**config.mk**
```make
export PLATFORM = sky130hd
export DESIGN_NAME = mem_arbiter
export DESIGN_NICKNAME = d
export VERILOG_FILES = /design/src/rtl/mem_pkg.sv /design/src/rtl/rr_arb2.sv /design/src/rtl/mem_arbiter.sv
export SDC_FILE = /design/constraint.sdc
export NUM_CORES = 1
export LEC_CHECK = 0
export CORE_MARGIN = 2
export CORE_UTILIZATION = 35
export CTS_BUF_LIST = sky130_fd_sc_hd__clkbuf_16
export DETAILED_ROUTE_END_ITERATION = 6
export DONT_BUFFER_PORTS = 1
export GPL_TIMING_DRIVEN = 0
export REMOVE_ABC_BUFFERS = 1
export SLEW_MARGIN = 20
export SYNTH_ARGS = -nofsm -noshare
export SYNTH_HDL_FRONTEND = slang
export SYNTH_SLANG_ARGS = --single-unit
```
**constraint.sdc**
```tcl
create_clock -name clk -period 1.75 [get_ports clk]
set_clock_uncertainty 0.15 [all_clocks]
set_input_delay 0.4375 -clock clk [delete_from_list [all_inputs] [get_ports clk]]
set_output_delay 0.4375 -clock clk [all_outputs]
set_load 0.01 [all_outputs]
```
**src/rtl/mem_pkg.sv**
```systemverilog
// Shared definitions for the two-requester memory arbiter: parameter defaults,
// the arbiter-generated status code, FSM state encoding and the round-robin pick rule.
package mem_pkg;

  localparam int unsigned WORDSIZE_DEFAULT          = 8;
  localparam int unsigned MEMORY_ADDR_WIDTH_DEFAULT = 8;
  localparam int unsigned TIMEOUT_CYCLES_DEFAULT    = 64;

  localparam logic [1:0] STATUS_TIMEOUT = 2'b11;

  typedef enum logic [1:0] {
    ST_IDLE  = 2'd0,
    ST_ISSUE = 2'd1,
    ST_CLEAR = 2'd2,
    ST_DONE  = 2'd3
  } arb_state_e;

  // Both pending: the requester that was not served last wins.
  function automatic logic rr_pick(input logic req0, input logic req1, input logic last);
    if (req0 && req1) begin
      return ~last;
    end
    return req1;
  endfunction

endpackage

```
**src/rtl/rr_arb2.sv**
```systemverilog
// Two-way round-robin grant selection; purely combinational.
module rr_arb2
  import mem_pkg::*;
(
  input  logic req0,
  input  logic req1,
  input  logic last,
  output logic grant,
  output logic valid
);

  always_comb begin
    valid = req0 | req1;
    grant = rr_pick(req0, req1, last);
  end

endmodule

```
**src/rtl/mem_arbiter.sv**
```systemverilog
// Two-requester round-robin memory arbiter driving an enable/ready + reset/not-ready handshake.
// Optional watchdog on the ISSUE and CLEAR waits: define MEM_ARB_TIMEOUT_EN.
module mem_arbiter
  import mem_pkg::*;
#(
  parameter int unsigned WORDSIZE          = WORDSIZE_DEFAULT,
  parameter int unsigned MEMORY_ADDR_WIDTH = MEMORY_ADDR_WIDTH_DEFAULT,
  parameter int unsigned TIMEOUT_CYCLES    = TIMEOUT_CYCLES_DEFAULT
) (
  input  logic                         clk,
  input  logic                         reset_n,

  input  logic                         r0_req,
  input  logic                         r0_op,
  input  logic [WORDSIZE-1:0]          r0_addr,
  input  logic [MEMORY_ADDR_WIDTH-1:0] r0_wdata,
  output logic                         r0_done,
  output logic [MEMORY_ADDR_WIDTH-1:0] r0_rdata,
  output logic [1:0]                   r0_status,

  input  logic                         r1_req,
  input  logic                         r1_op,
  input  logic [WORDSIZE-1:0]          r1_addr,
  input  logic [MEMORY_ADDR_WIDTH-1:0] r1_wdata,
  output logic                         r1_done,
  output logic [MEMORY_ADDR_WIDTH-1:0] r1_rdata,
  output logic [1:0]                   r1_status,

  output logic                         mem_en,
  output logic                         mem_reset,
  output logic                         mem_op,
  output logic [WORDSIZE-1:0]          mem_addr,
  output logic [MEMORY_ADDR_WIDTH-1:0] mem_datain,
  input  logic [MEMORY_ADDR_WIDTH-1:0] mem_dataout,
  input  logic [1:0]                   mem_status,
  input  logic                         mem_ready
);

  arb_state_e                   r_state;
  arb_state_e                   w_next_state;

  logic                         w_arb_valid;
  logic                         w_arb_grant;
  logic                         r_grant;
  logic                         r_last;

  logic                         r_op;
  logic [WORDSIZE-1:0]          r_addr;
  logic [MEMORY_ADDR_WIDTH-1:0] r_wdata;

  logic [MEMORY_ADDR_WIDTH-1:0] r_rdata0;
  logic [MEMORY_ADDR_WIDTH-1:0] r_rdata1;
  logic [1:0]                   r_status0;
  logic [1:0]                   r_status1;

  logic                         w_clear;
  logic                         w_wd_expired;
  logic                         w_capture;
  logic                         w_flag_timeout;

  if (TIMEOUT_CYCLES < 1) begin : g_cfg_check
    $error("mem_arbiter: TIMEOUT_CYCLES must be at least 1");
  end

  rr_arb2 u_rr_arb2 (
    .req0  (r0_req),
    .req1  (r1_req),
    .last  (r_last),
    .grant (w_arb_grant),
    .valid (w_arb_valid)
  );

`ifdef MEM_ARB_TIMEOUT_EN
  localparam int unsigned CNT_W = $clog2(TIMEOUT_CYCLES + 1);

  logic [CNT_W-1:0] r_wd_cnt;

  // Restarts on every state change so ISSUE and CLEAR each get a full budget.
  always_ff @(posedge clk or negedge reset_n) begin
    if (!reset_n) begin
      r_wd_cnt <= '0;
    end else if (w_next_state != r_state) begin
      r_wd_cnt <= '0;
    end else if (r_state == ST_ISSUE || r_state == ST_CLEAR) begin
      r_wd_cnt <= r_wd_cnt + 1'b1;
    end
  end

  assign w_wd_expired = (r_state == ST_ISSUE || r_state == ST_CLEAR) &&
                        (r_wd_cnt == CNT_W'(TIMEOUT_CYCLES - 1));
`else
  assign w_wd_expired = 1'b0;
`endif

  always_ff @(posedge clk or negedge reset_n) begin
    if (!reset_n) begin
      r_state <= ST_IDLE;
    end else begin
      r_state <= w_next_state;
    end
  end

  always_comb begin
    w_next_state = r_state;
    mem_en       = 1'b0;
    w_clear      = 1'b0;
    r0_done      = 1'b0;
    r1_done      = 1'b0;
    case (r_state)
      ST_IDLE: begin
        if (w_arb_valid) begin
          w_next_state = ST_ISSUE;
        end
      end
      ST_ISSUE: begin
        mem_en = 1'b1;
        if (mem_ready || w_wd_expired) begin
          w_next_state = ST_CLEAR;
        end
      end
      ST_CLEAR: begin
        w_clear = 1'b1;
        if (!mem_ready || w_wd_expired) begin
          w_next_state = ST_DONE;
        end
      end
      ST_DONE: begin
        r0_done      = ~r_grant;
        r1_done      = r_grant;
        w_next_state = ST_IDLE;
      end
      default: begin
        w_next_state = ST_IDLE;
      end
    endcase
  end

  // Held in reset while reset_n is low, released in the same cycle reset_n rises.
  assign mem_reset = ~reset_n | w_clear;

  always_ff @(posedge clk or negedge reset_n) begin
    if (!reset_n) begin
      r_grant <= 1'b0;
      r_last  <= 1'b1;
      r_op    <= 1'b0;
      r_addr  <= '0;
      r_wdata <= '0;
    end else begin
      if (r_state == ST_IDLE && w_arb_valid) begin
        r_grant <= w_arb_grant;
        r_op    <= w_arb_grant ? r1_op    : r0_op;
        r_addr  <= w_arb_grant ? r1_addr  : r0_addr;
        r_wdata <= w_arb_grant ? r1_wdata : r0_wdata;
      end
      if (r_state == ST_DONE) begin
        r_last <= r_grant;
      end
    end
  end

  assign w_capture      = (r_state == ST_ISSUE) && mem_ready;
  assign w_flag_timeout = w_wd_expired &&
                          (((r_state == ST_ISSUE) && !mem_ready) ||
                           ((r_state == ST_CLEAR) && mem_ready));

  always_ff @(posedge clk or negedge reset_n) begin
    if (!reset_n) begin
      r_rdata0  <= '0;
      r_rdata1  <= '0;
      r_status0 <= '0;
      r_status1 <= '0;
    end else if (w_capture) begin
      if (r_grant) begin
        r_rdata1  <= mem_dataout;
        r_status1 <= mem_status;
      end else begin
        r_rdata0  <= mem_dataout;
        r_status0 <= mem_status;
      end
    end else if (w_flag_timeout) begin
      if (r_grant) begin
        r_status1 <= STATUS_TIMEOUT;
      end else begin
        r_status0 <= STATUS_TIMEOUT;
      end
    end
  end

  assign mem_op     = r_op;
  assign mem_addr   = r_addr;
  assign mem_datain = r_wdata;

  assign r0_rdata   = r_rdata0;
  assign r0_status  = r_status0;
  assign r1_rdata   = r_rdata1;
  assign r1_status  = r_status1;

endmodule

```
==> out/metrics.cfg, run 1 <==
[placed_design]
pre_cts_slack_ns=-0.123
numPortBuffers=0
place_hpwl_um=2960
gp_congestion=0.694

[worst_setup_path]
crit_path_end_kind=output port
required_ns=1.16
crit_path_start_kind=flop
crit_type=flop to output port
cp_max_fo=4
crit_arrival_ns=1.13

[floorplanning]
start_util_pct=36.2
die_area_um2=5890
die_h_um=76.7
rows=26
coreArea_um2=5110
die_x_um=76.7
io-pin-count=90

[route]
antenna_left=0
drt_iter0_markers=62
routed_wl_um=4080
firstDrtPassIters=4
vias_per_cell=5.30
vias=1241
post-route-drc-count=0
avgRoutedWirePerCell_um=17.4

[power]
p_per_area_nw_per_um2=1970
p_leak_nw=0.891
ir_drop_mv=0.591
totalPowerFinal_mw=4.13

[status]
status=finished clean

[synth]
synth_edf_count=0
synth_warnings=0
async_reset_ff_share_pct=100
yosysMostFrequentCell=dfrtp_1
syn_area_um2=1850
synth_ff_type=dfrtp_1
synthTopCellsByCount=dfrtp_1 (40), a21oi_1 (25), mux2_2 (22)
ys_seq_elements=41
syn_inst=158
yosys.area.top_type=dfrtp_1
synth-seq-area-share_pct=55.5
syn_avg_cell_area_um2=11.7
synth.top_cell.area_share_pct=54.1
synth_area_leaders=dfrtp_1 (54%), mux2_2 (13%), a21oi_1 (6.8%)
ys_types=24

[timing]
setup_viol=0
period_needed_ns=1.72
slew_headroom_pct=67.0
fin_crit_sh_pct=98.4
worstMarginPinSlew_ns=0.494
clock.fmax_mhz=581
rsz0062_at_grt=true
maxSlewViolCount=0
worst_slack_ns=0.0277
finalHoldViolCount=0

[cells_and_area]
post-route-util_pct=41.1
nFillCells=510
drive_gt1_share_pct=32.9
layout.nets=216
n_antenna_cell=0
syn_to_final_growth_pct=13.5

[cts]
insertion_delay_ns=0.27
htreeDepth=2
root_buffer=clkbuf_16
clkSlewWorstSetupHoldPaths_ns=0.05
cts_tree=built
cts-buffers-inserted=5
clk_path_buf_depth=2
clkSinkCount=41

[global_routing]
grt_pass1_wl_um=6890
grt_pass1_vias=1364
overflow=0
antenna_found_initial=0
grt_use_total_pct=14.7
grt_max_degree=42

[hold_path]
min_path_type=input pin to flop

[flow_run]
maxCapViolCount=0

## final timing paths
| check | from | end | cells after the start | slack, ns |
|---|---|---|---|---|
| max | r_state[0]$_DFFE_PN0P_ | r1_done | 2 | 0.03 |
| min in group asynchronous | reset_n | r1_rdata[0]$_DFFE_PN0P_ | 2 | 0.51 |
| max in group asynchronous | reset_n | r_last$_DFFE_PN1N_ | 2 | 0.69 |
| min | r0_wdata[6] | mem_datain[6]$_DFFE_PN0P_ | 2 | 0.14 |
| min reg2reg | r0_rdata[1]$_DFFE_PN0P_ | r0_rdata[1]$_DFFE_PN0P_ | 1 | 0.43 |
| max reg2reg | r_state[1]$_DFFE_PN0P_ | r_state[1]$_DFFE_PN0P_ | 5 | 0.04 |
## cell type report
type,instances,area (um^2),area share [%]
Timing Repair Buffer,5,52.6,2.50
Tap cell,70,87.6,4.17
Sequential cell,41,1030,48.9
Clock inverter,3,12.5,0.596
Multi-Input combinational cell,108,787,37.5
Inverter,2,7.51,0.358
Clock buffer,5,125,5.96
## timing repair
action / CTS / global route
endpoints found under the hold margin: 41 / 0
setup buffers: 1 / 2
resized for setup: 4 / 5
pin swaps: 1 / 0
setup endpoints to repair: 29 / 20
hold buffers: 2 / 0
## registers in the layout (all words and copies together) (netlist names)
| name | count |
|---|---|
| mem_datain | 8 |
| r_state | 2 |
| r_grant | 1 |
| mem_op | 1 |
| mem_addr | 8 |
| r0_status | 2 |
| r1_status | 2 |
| r0_rdata | 8 |
| r1_rdata | 8 |
| r_last | 1 |
## cells by family (layout without fill, tap and decap cells)
kind of cell	Yosys count	count (layout)	share of synthesized area (%)
muxes	22	22	13.4
and+or+nand+nor	41	41	9.40
AOI/OAI and AO/OA	41	41	15.3
DFF	41	41	55.5
adders and majority gates	4	4	2.70
buffers and inverters	9	15	3.72
## routing by layer
metal	vias up	share of wire (%)	track usage (%)
met2	73	52	25.9
met5	-	0	0
met3	7	11	6.59
met4	0	0.91	4.91
li1	552	-	-
met1	609	36	15.7
## placed cells by master, fill, tap and decap left out, drive strengths merged, types with 2 or more instances in the layout
cell / netlist / layout
nor2b: 2 / 2
inv: 2 / 2
dfrtp: 40 / 40
buf: 7 / 4
nor2: 18 / 18
ha: 4 / 4
mux2: 22 / 22
clkinv: 0 / 3
clkbuf: 0 / 5
a21oi: 34 / 34
nand2: 17 / 17
## per-stage QoR
step                      instances  TNS, ns  area, um^2  hold WS (ns)
after floorplan                 151        0        1790      -0.00809
after global placement          221   -0.842        1880      -0.00717
after detailed placement        221    -2.57        1880      -0.00713
after CTS                       232        0        2070         0.135
after global routing            234  -0.0791        2100         0.134
final                           234        0        2100         0.140
## critical path, stage by stage, from the launching register on
cell	delay (ns)
dfrtp_1	0.42
ha_1	0.25
and2_1	0.20
## power by group
| group | total, mW | switching [mW] | internal [mW] |
|---|---|---|---|
| clock network | 0.846 | 0.331 | 0.515 |
| registers | 2.03 | 0.582 | 1.45 |
| logic | 1.25 | 0.611 | 0.642 |
Power figures use the tool's default switching activity.
==> run 2, diff against run 1 <==
--- a/config.mk
+++ b/config.mk
@@ -5,6 +5,7 @@
 export SDC_FILE = /design/constraint.sdc
 export NUM_CORES = 1
 export LEC_CHECK = 0
+export ABC_AREA = 1
 export CORE_MARGIN = 2
 export CORE_UTILIZATION = 35
 export CTS_BUF_LIST = sky130_fd_sc_hd__clkbuf_16
==> out/metrics.cfg, run 2 <==
[cts]
insertion_delay_ns=0.27
root_buffer=clkbuf_16
cts_tree=built
clk_path_buf_depth=2
clkSlewWorstSetupHoldPaths_ns=0.06
cts-buffers-inserted=5
clkSinkCount=41
htreeDepth=2

[route]
vias_per_cell=4.85
firstDrtPassIters=5
drt_iter0_markers=106
avgRoutedWirePerCell_um=15.4
antenna_left=0
post-route-drc-count=0
vias=1532
routed_wl_um=4860

[placed_design]
pre_cts_slack_ns=-0.239
numPortBuffers=0
postPlaceCellArea_um2=2020
place_hpwl_um=3160
gp_congestion=0.718

[global_routing]
grt_pass1_wl_um=7850
grt_pass1_vias=1582
grt_use_total_pct=16.1
antenna_found_initial=0
overflow=0
grt_max_degree=42

[power]
combPwrFrac_pct=27.6
seqPwrFrac_pct=47.7
power_frac_clock_pct=24.8
p_sw_mw=1.60
swShare_pct=39.0
p_leak_nw=1.19
internal_power_mw=2.51
ir_drop_mv=0.652
p_per_area_nw_per_um2=1810

[cells_and_area]
multi_input_area_um2=791
layout.nets=296
regArea_um2=1030
drive_gt1_share_pct=9.02
final_common_cell=nand2_1
syn_to_final_growth_pct=13.5
final_cell_mix=nand2_1 (84), dfrtp_1 (40), inv_1 (33)
n_antenna_cell=0
final_cell_area_um2=2270
nFillCells=581

[synth]
syn_avg_cell_area_um2=8.37
syn_inst=239
yosys.area.top_type=dfrtp_1
synth_warnings=0
yosysMostFrequentCell=nand2_1
synth_ff_type=dfrtp_1
ys_types=19
syn_area_um2=2000
synthTopCellsByCount=nand2_1 (84), dfrtp_1 (40), inv_1 (34)
async_reset_ff_share_pct=100
synth.top_cell.area_share_pct=50.0
synth_edf_count=0
ys_seq_elements=41
synth_area_leaders=dfrtp_1 (50%), nand2_1 (16%), nand3b_1 (6.8%)
synth-seq-area-share_pct=51.3

[floorplanning]
start_util_pct=36.3
rows=27
die_h_um=79.6
io-pin-count=90
coreArea_um2=5510
die_x_um=79.6
die_area_um2=6340

[worst_setup_path]
required_ns=1.16
crit_path_start_kind=flop
cp_max_fo=4
crit_path_end_kind=output port
crit_arrival_ns=1.11
crit_type=flop to output port

[timing]
worst_slack_ns=0.0508
rsz0062_at_grt=false
clock.fmax_mhz=589
worstMarginPinSlew_ns=0.407
finalHoldViolCount=0
period_needed_ns=1.70
maxSlewViolCount=0
setup_viol=0
fin_crit_sh_pct=97.1
slew_headroom_pct=72.8

[status]
status=finished clean

[hold_path]
min_path_type=input pin to flop

[flow_run]
maxCapViolCount=0

[run 2: changes by cell type in the layout (fill, tap and decap cells not counted), moves of 2 or more]
| cell | before | now |
|---|---|---|
| a21oi_1 | 25 | 0 |
| a21oi_2 | 9 | 0 |
| ha_1 | 1 | 3 |
| ha_2 | 3 | 1 |
| inv_1 | 1 | 33 |
| mux2_2 | 22 | 0 |
| nand2_1 | 17 | 84 |
| nand3_1 | 0 | 18 |
| nand3b_1 | 1 | 19 |
| nand4_1 | 0 | 2 |
| nor2_1 | 18 | 0 |
| o21ai_0 | 0 | 20 |
[run 2: stage by stage]
stage | hold slack (ns) | cells | total power, mW | utilization [%] | TNS, ns
4_1_cts | 0.165 | 315 | 4.16 | 41.0 | 0
2_1_floorplan | -0.00809 | 229 | 2.71 | - | 0
3_3_place_gp | -0.00740 | 301 | 2.98 | 36.7 | -2.78
5_1_grt | 0.168 | 316 | 4.46 | 41.2 | 0
3_5_place_dp | -0.00734 | 301 | 3.03 | 36.7 | -3.29
6_report | 0.168 | 316 | 4.11 | 41.2 | 0
[run 2: cells by family after synthesis]
group / after synthesis / synth area share (%)
buffers and inverters: 45 / 10.4
adders and majority gates: 4 / 2.50
AOI/OAI and AO/OA: 21 / 5.25
and+or+nand+nor: 128 / 30.5
DFF: 41 / 51.3
[run 2: timing repair]
| item | in CTS | in global routing |
|---|---|---|
| setup buffers | 3 | 1 |
| endpoints found under the setup margin | 20 | 22 |
| endpoints found under the hold margin | 41 | 0 |
| pin swaps | 2 | 1 |
| gates cloned | 1 | 0 |
| hold buffers | 2 | 0 |
| gates resized for setup | 2 | 3 |
[run 2: worst paths after layout]
| kind | startpoint | end | slack [ns] | cells after the start |
|---|---|---|---|---|
| worst max-delay path | r_state[0]$_DFFE_PN0P_ | mem_reset | 0.05 | 4 |
| worst min-delay path | mem_dataout[5] | r0_rdata[5]$_DFFE_PN0P_ | 0.17 | 2 |
| max in group asynchronous | reset_n | r_last$_DFFE_PN1N_ | 0.71 | 2 |
| worst min register to register | r_last$_DFFE_PN1N_ | r_last$_DFFE_PN1N_ | 0.31 | 2 |
| worst max register to register | r_state[0]$_DFFE_PN0P_ | r_grant$_DFFE_PN0P_ | 0.14 | 7 |
| min in group asynchronous | reset_n | mem_addr[1]$_DFFE_PN0P_ | 0.47 | 2 |
[run 2: layout make-up]
type,instances,area share (%)
timing repair buffer,6,2.64
tap,72,3.97
sequential,41,45.2
clock buffer,5,5.51
clock inverter,3,1.82
multi-input combinational,154,34.8
inverter,35,6.01
[run 2: metal layers]
layer  routed length, um  track usage, %
met1                2140            20.5
met2                2350            26.0
met3                 306            5.09
met4                  54            5.00
met5                   0               0
[run 2: worst max-delay path: stages (launching register included)]
cell	delay [ns]
dfrtp_1	0.42
inv_2	0.06
ha_1	0.21
inv_1	0.07
nand2_1	0.09
[run 2: power by group through the flow]
| stage | Sequential, mW | Clock, mW | Combinational, mW |
|---|---|---|---|
| after CTS | 1.97 | 1.06 | 1.14 |
| after global routing | 2.02 | 1.10 | 1.34 |
| after detailed placement | 1.97 | 0 | 1.06 |
| after global placement | 1.96 | 0 | 1.02 |
| final | 1.96 | 1.02 | 1.13 |
| after floorplan | 1.85 | 0 | 0.855 |
==> RTL edit 1, RTL diff (settings of run 1) <==
Register the output `r0_status` once more, cleared by the reset; this adds one clock of latency there. The other outputs are not delayed to match.
--- a/src/rtl/mem_arbiter.sv
+++ b/src/rtl/mem_arbiter.sv
@@ -191,7 +191,13 @@
   assign mem_datain = r_wdata;
 
   assign r0_rdata   = r_rdata0;
-  assign r0_status  = r_status0;
+  always_ff @(posedge clk or negedge reset_n) begin
+    if (!reset_n) begin
+      r0_status <= '0;
+    end else begin
+      r0_status <= r_status0;
+    end
+  end
   assign r1_rdata   = r_rdata1;
   assign r1_status  = r_status1;
 
Behaviour: not the same (a bounded check fails within 4 cycles, from zero or initial values and one cycle with reset_n low).
==> RTL edit 1 against run 1 <==
Sequential power grew 4%. Cell area grew 3.9%. Critical path depth is 1 higher. Clock power increased by 19%. Sequential cell count grew 2. Routed wire length is 1.3% higher. Total power is 6.9% higher. Hold slack got worse by 0.0068 ns. Utilization rose by 1.1 points. Setup slack got worse by 0.013 ns. Via count is 0.48% higher. Synthesized area grew 2.7%. Largest cell class unchanged. Largest power group unchanged. Highest routed layer unchanged.
==> RTL edit 1: results <==
[run_status]
status = "complete, no violations"

[clock_network]
cts.sinks = 43

[power_and_ir_drop]
ir_drop_mv = 0.676
clk-power_mw = 1.01
power.leakage_nw = 0.921

[routing]
viasPerCell = 5.31
wl_um = 4140
route.met2.wl_um = 2040
vias = 1247
dr_wl_met3_um = 493
drt-met1-wl_um = 1550
drtPass1Iterations = 2

[placed_design]
dp_hpwl_um = 2920
dp_slack_ns = -0.196
placed_cell_area_um2 = 1930

[global_routing]
grt_pass1_vias = 1381
met3_usage_pct = 6.86
grt_pass1_wl_um = 6670
grtUsageMet2_pct = 24.1
met1_usage_pct = 15.2
gr-usage-all-layers_pct = 14.2

[layout]
buffers_excl_clock = 4
fill_cells = 476
drive_gt1_share_pct = 34.5
layout.nonclk_buf_share_pct = 2.24
seqCellArea_um2 = 1080
final_util_pct = 42.2

[logic_synthesis]
synthTopCellsByCount = "42 x dfrtp_1, 25 x a21oi_1, 22 x mux2_2, 18 x nor2_1, 17 x nand2_1"
yosysSeqAreaShare_pct = 56.7

[timing]
fin_crit_ns = 1.74
worstMarginPinSlew_ns = 0.762

[setup_path]
cp_data_arrival_time_ns = 1.15
[RTL edit 1: cell families (layout without fill, tap and decap cells)]
group / count (synthesis) / count (layout) / synth area share, %
compound gates: 41 / 41 / 14.9
fa+ha+maj: 4 / 4 / 2.63
buf+inv: 9 / 14 / 3.62
flops: 43 / 43 / 56.7
mux: 22 / 22 / 13.0
simple gates: 41 / 41 / 9.15
[RTL edit 1: critical path, delay by kind of cell, from the launching register on]
| kind | cells | cell delay, ns |
|---|---|---|
| flip-flops | 1 | 0.42 |
| adder cells (fa/ha/maj) | 1 | 0.16 |
| AND/OR/NAND/NOR | 1 | 0.15 |
| buffers and inverters | 1 | 0.14 |
[RTL edit 1: worst paths after layout]
check,to,from
worst max-delay path,mem_reset,r_state[1]
worst min-delay path,mem_datain[0],r0_wdata[0]
worst max register to register,r_state[1],r_state[1]
worst min register to register,r0_status[0],r_status0[0]
max in group asynchronous,r_last,reset_n
min in group asynchronous,r_grant,reset_n
==> RTL edit 2, RTL diff (config.mk and constraints of run 1) <==
Made on the original files. Build with the macro `MEM_ARB_TIMEOUT_EN` defined.
--- a/src/rtl/mem_arbiter.sv
+++ b/src/rtl/mem_arbiter.sv
@@ -1,5 +1,7 @@
 // Two-requester round-robin memory arbiter driving an enable/ready + reset/not-ready handshake.
 // Optional watchdog on the ISSUE and CLEAR waits: define MEM_ARB_TIMEOUT_EN.
+`define MEM_ARB_TIMEOUT_EN
+
 module mem_arbiter
   import mem_pkg::*;
 #(
Function: no difference found for any inputs over 10 cycles, from zero or initial values and one cycle with reset_n low; that may be too few to reach the edited logic, so the function may still have changed.
==> RTL edit 2 against run 1 <==
The flow now finishes with violations (hold timing, setup timing). Clock power grew 28%. Total power grew 22%. Synthesized area grew 21%. Cell area grew 29%. Routed wire length grew 15%. Setup slack lost 0.19 ns. Sequential cell count grew 7.
==> RTL edit 2: results <==
[setup_path]
crit_type = "reg -> reg"
cpMaxStageDelayCell = "dfrtp_2"
r2r_cells = 6
cp_data_arrival_time_ns = 1.93
r2r_start = "r_state[0]"
crit_fanout = 7

[logic_synthesis]
ys_types = 39
synth-compound-area-share_pct = 12.0
synth_xor_xnor_area_share_pct = 2.34
synthTopCellsByCount = "47 x dfrtp_1, 21 x nand2_1, 20 x o21ai_0, 18 x mux2i_1, 17 x mux2_2"
yosysSeqAreaShare_pct = 53.5
synth_adder_area_share_pct = 3.34
post_synth_mux_area_share_pct = 16.5
synthTopCellsByArea = "dfrtp_1 52%, mux2_2 8.5%, mux2i_1 8.0%, o21ai_0 4.5%, nand2_1 3.5%"

[timing]
setup_viol_count_final = 15
hold_ws_ns = -0.310
setup_ws_ns = -0.162
hold_viol = 48

[placed_design]
gp_congestion = 0.694
dp_cells = 259
dp_hpwl_um = 3030
placed_cell_area_um2 = 2320
dp_slack_ns = -0.635

[min_path]
hp-class = "in -> async"

[layout]
drive_gt1_share_pct = 34.5

[run_status]
violations = "hold timing, setup timing"
status = "finished, violations left"

[power_and_ir_drop]
power.leakage_nw = 1.16
clockPowerShare_pct = 21.3
powerSeq_mw = 2.18
power.internal_mw = 3.21

[global_routing]
grt_max_degree = 50
grt_pass1_wl_um = 7380

[routing]
wl_per_cell_um = 16.9
==> RTL edit 2: layout make-up <==
type	instances	area [µm²]
Sequential cell	48	1200
Timing Repair Buffer	9	83.8
Multi-Input combinational cell	133	1150
Clock buffer	5	125
Inverter	2	10.0
Fill cell	578	3560
Tap cell	77	96.3
Clock inverter	3	42.5
==> RTL edit 2: timing repair <==
action | 4_1_cts | 5_1_grt
pin swaps | 19 | 6
hold endpoints to repair | 48 | 48
endpoints found under the setup margin | 51 | 38
buffers inserted | 6 | 3
cloned | 1 | 0
gates resized for setup | 28 | 2
==> RTL edit 2: layer usage <==
layer  share of wire (%)  track usage [%]  routed length [µm]
met5                   0                0                   0
met4                 1.0             3.52                  48
met3                 9.0             5.74                 422
met2                  48             21.5                2230
met1                  42             15.7                1970
==> RTL edit 2: logic make-up after synthesis <==
kind of cell / after synthesis
buffers and inverters: 9
multiplexers: 35
AO/OA/AOI/OAI: 39
adder cells (fa/ha/maj): 6
XOR/XNOR: 6
flip-flops: 48
AND/OR/NAND/NOR: 46
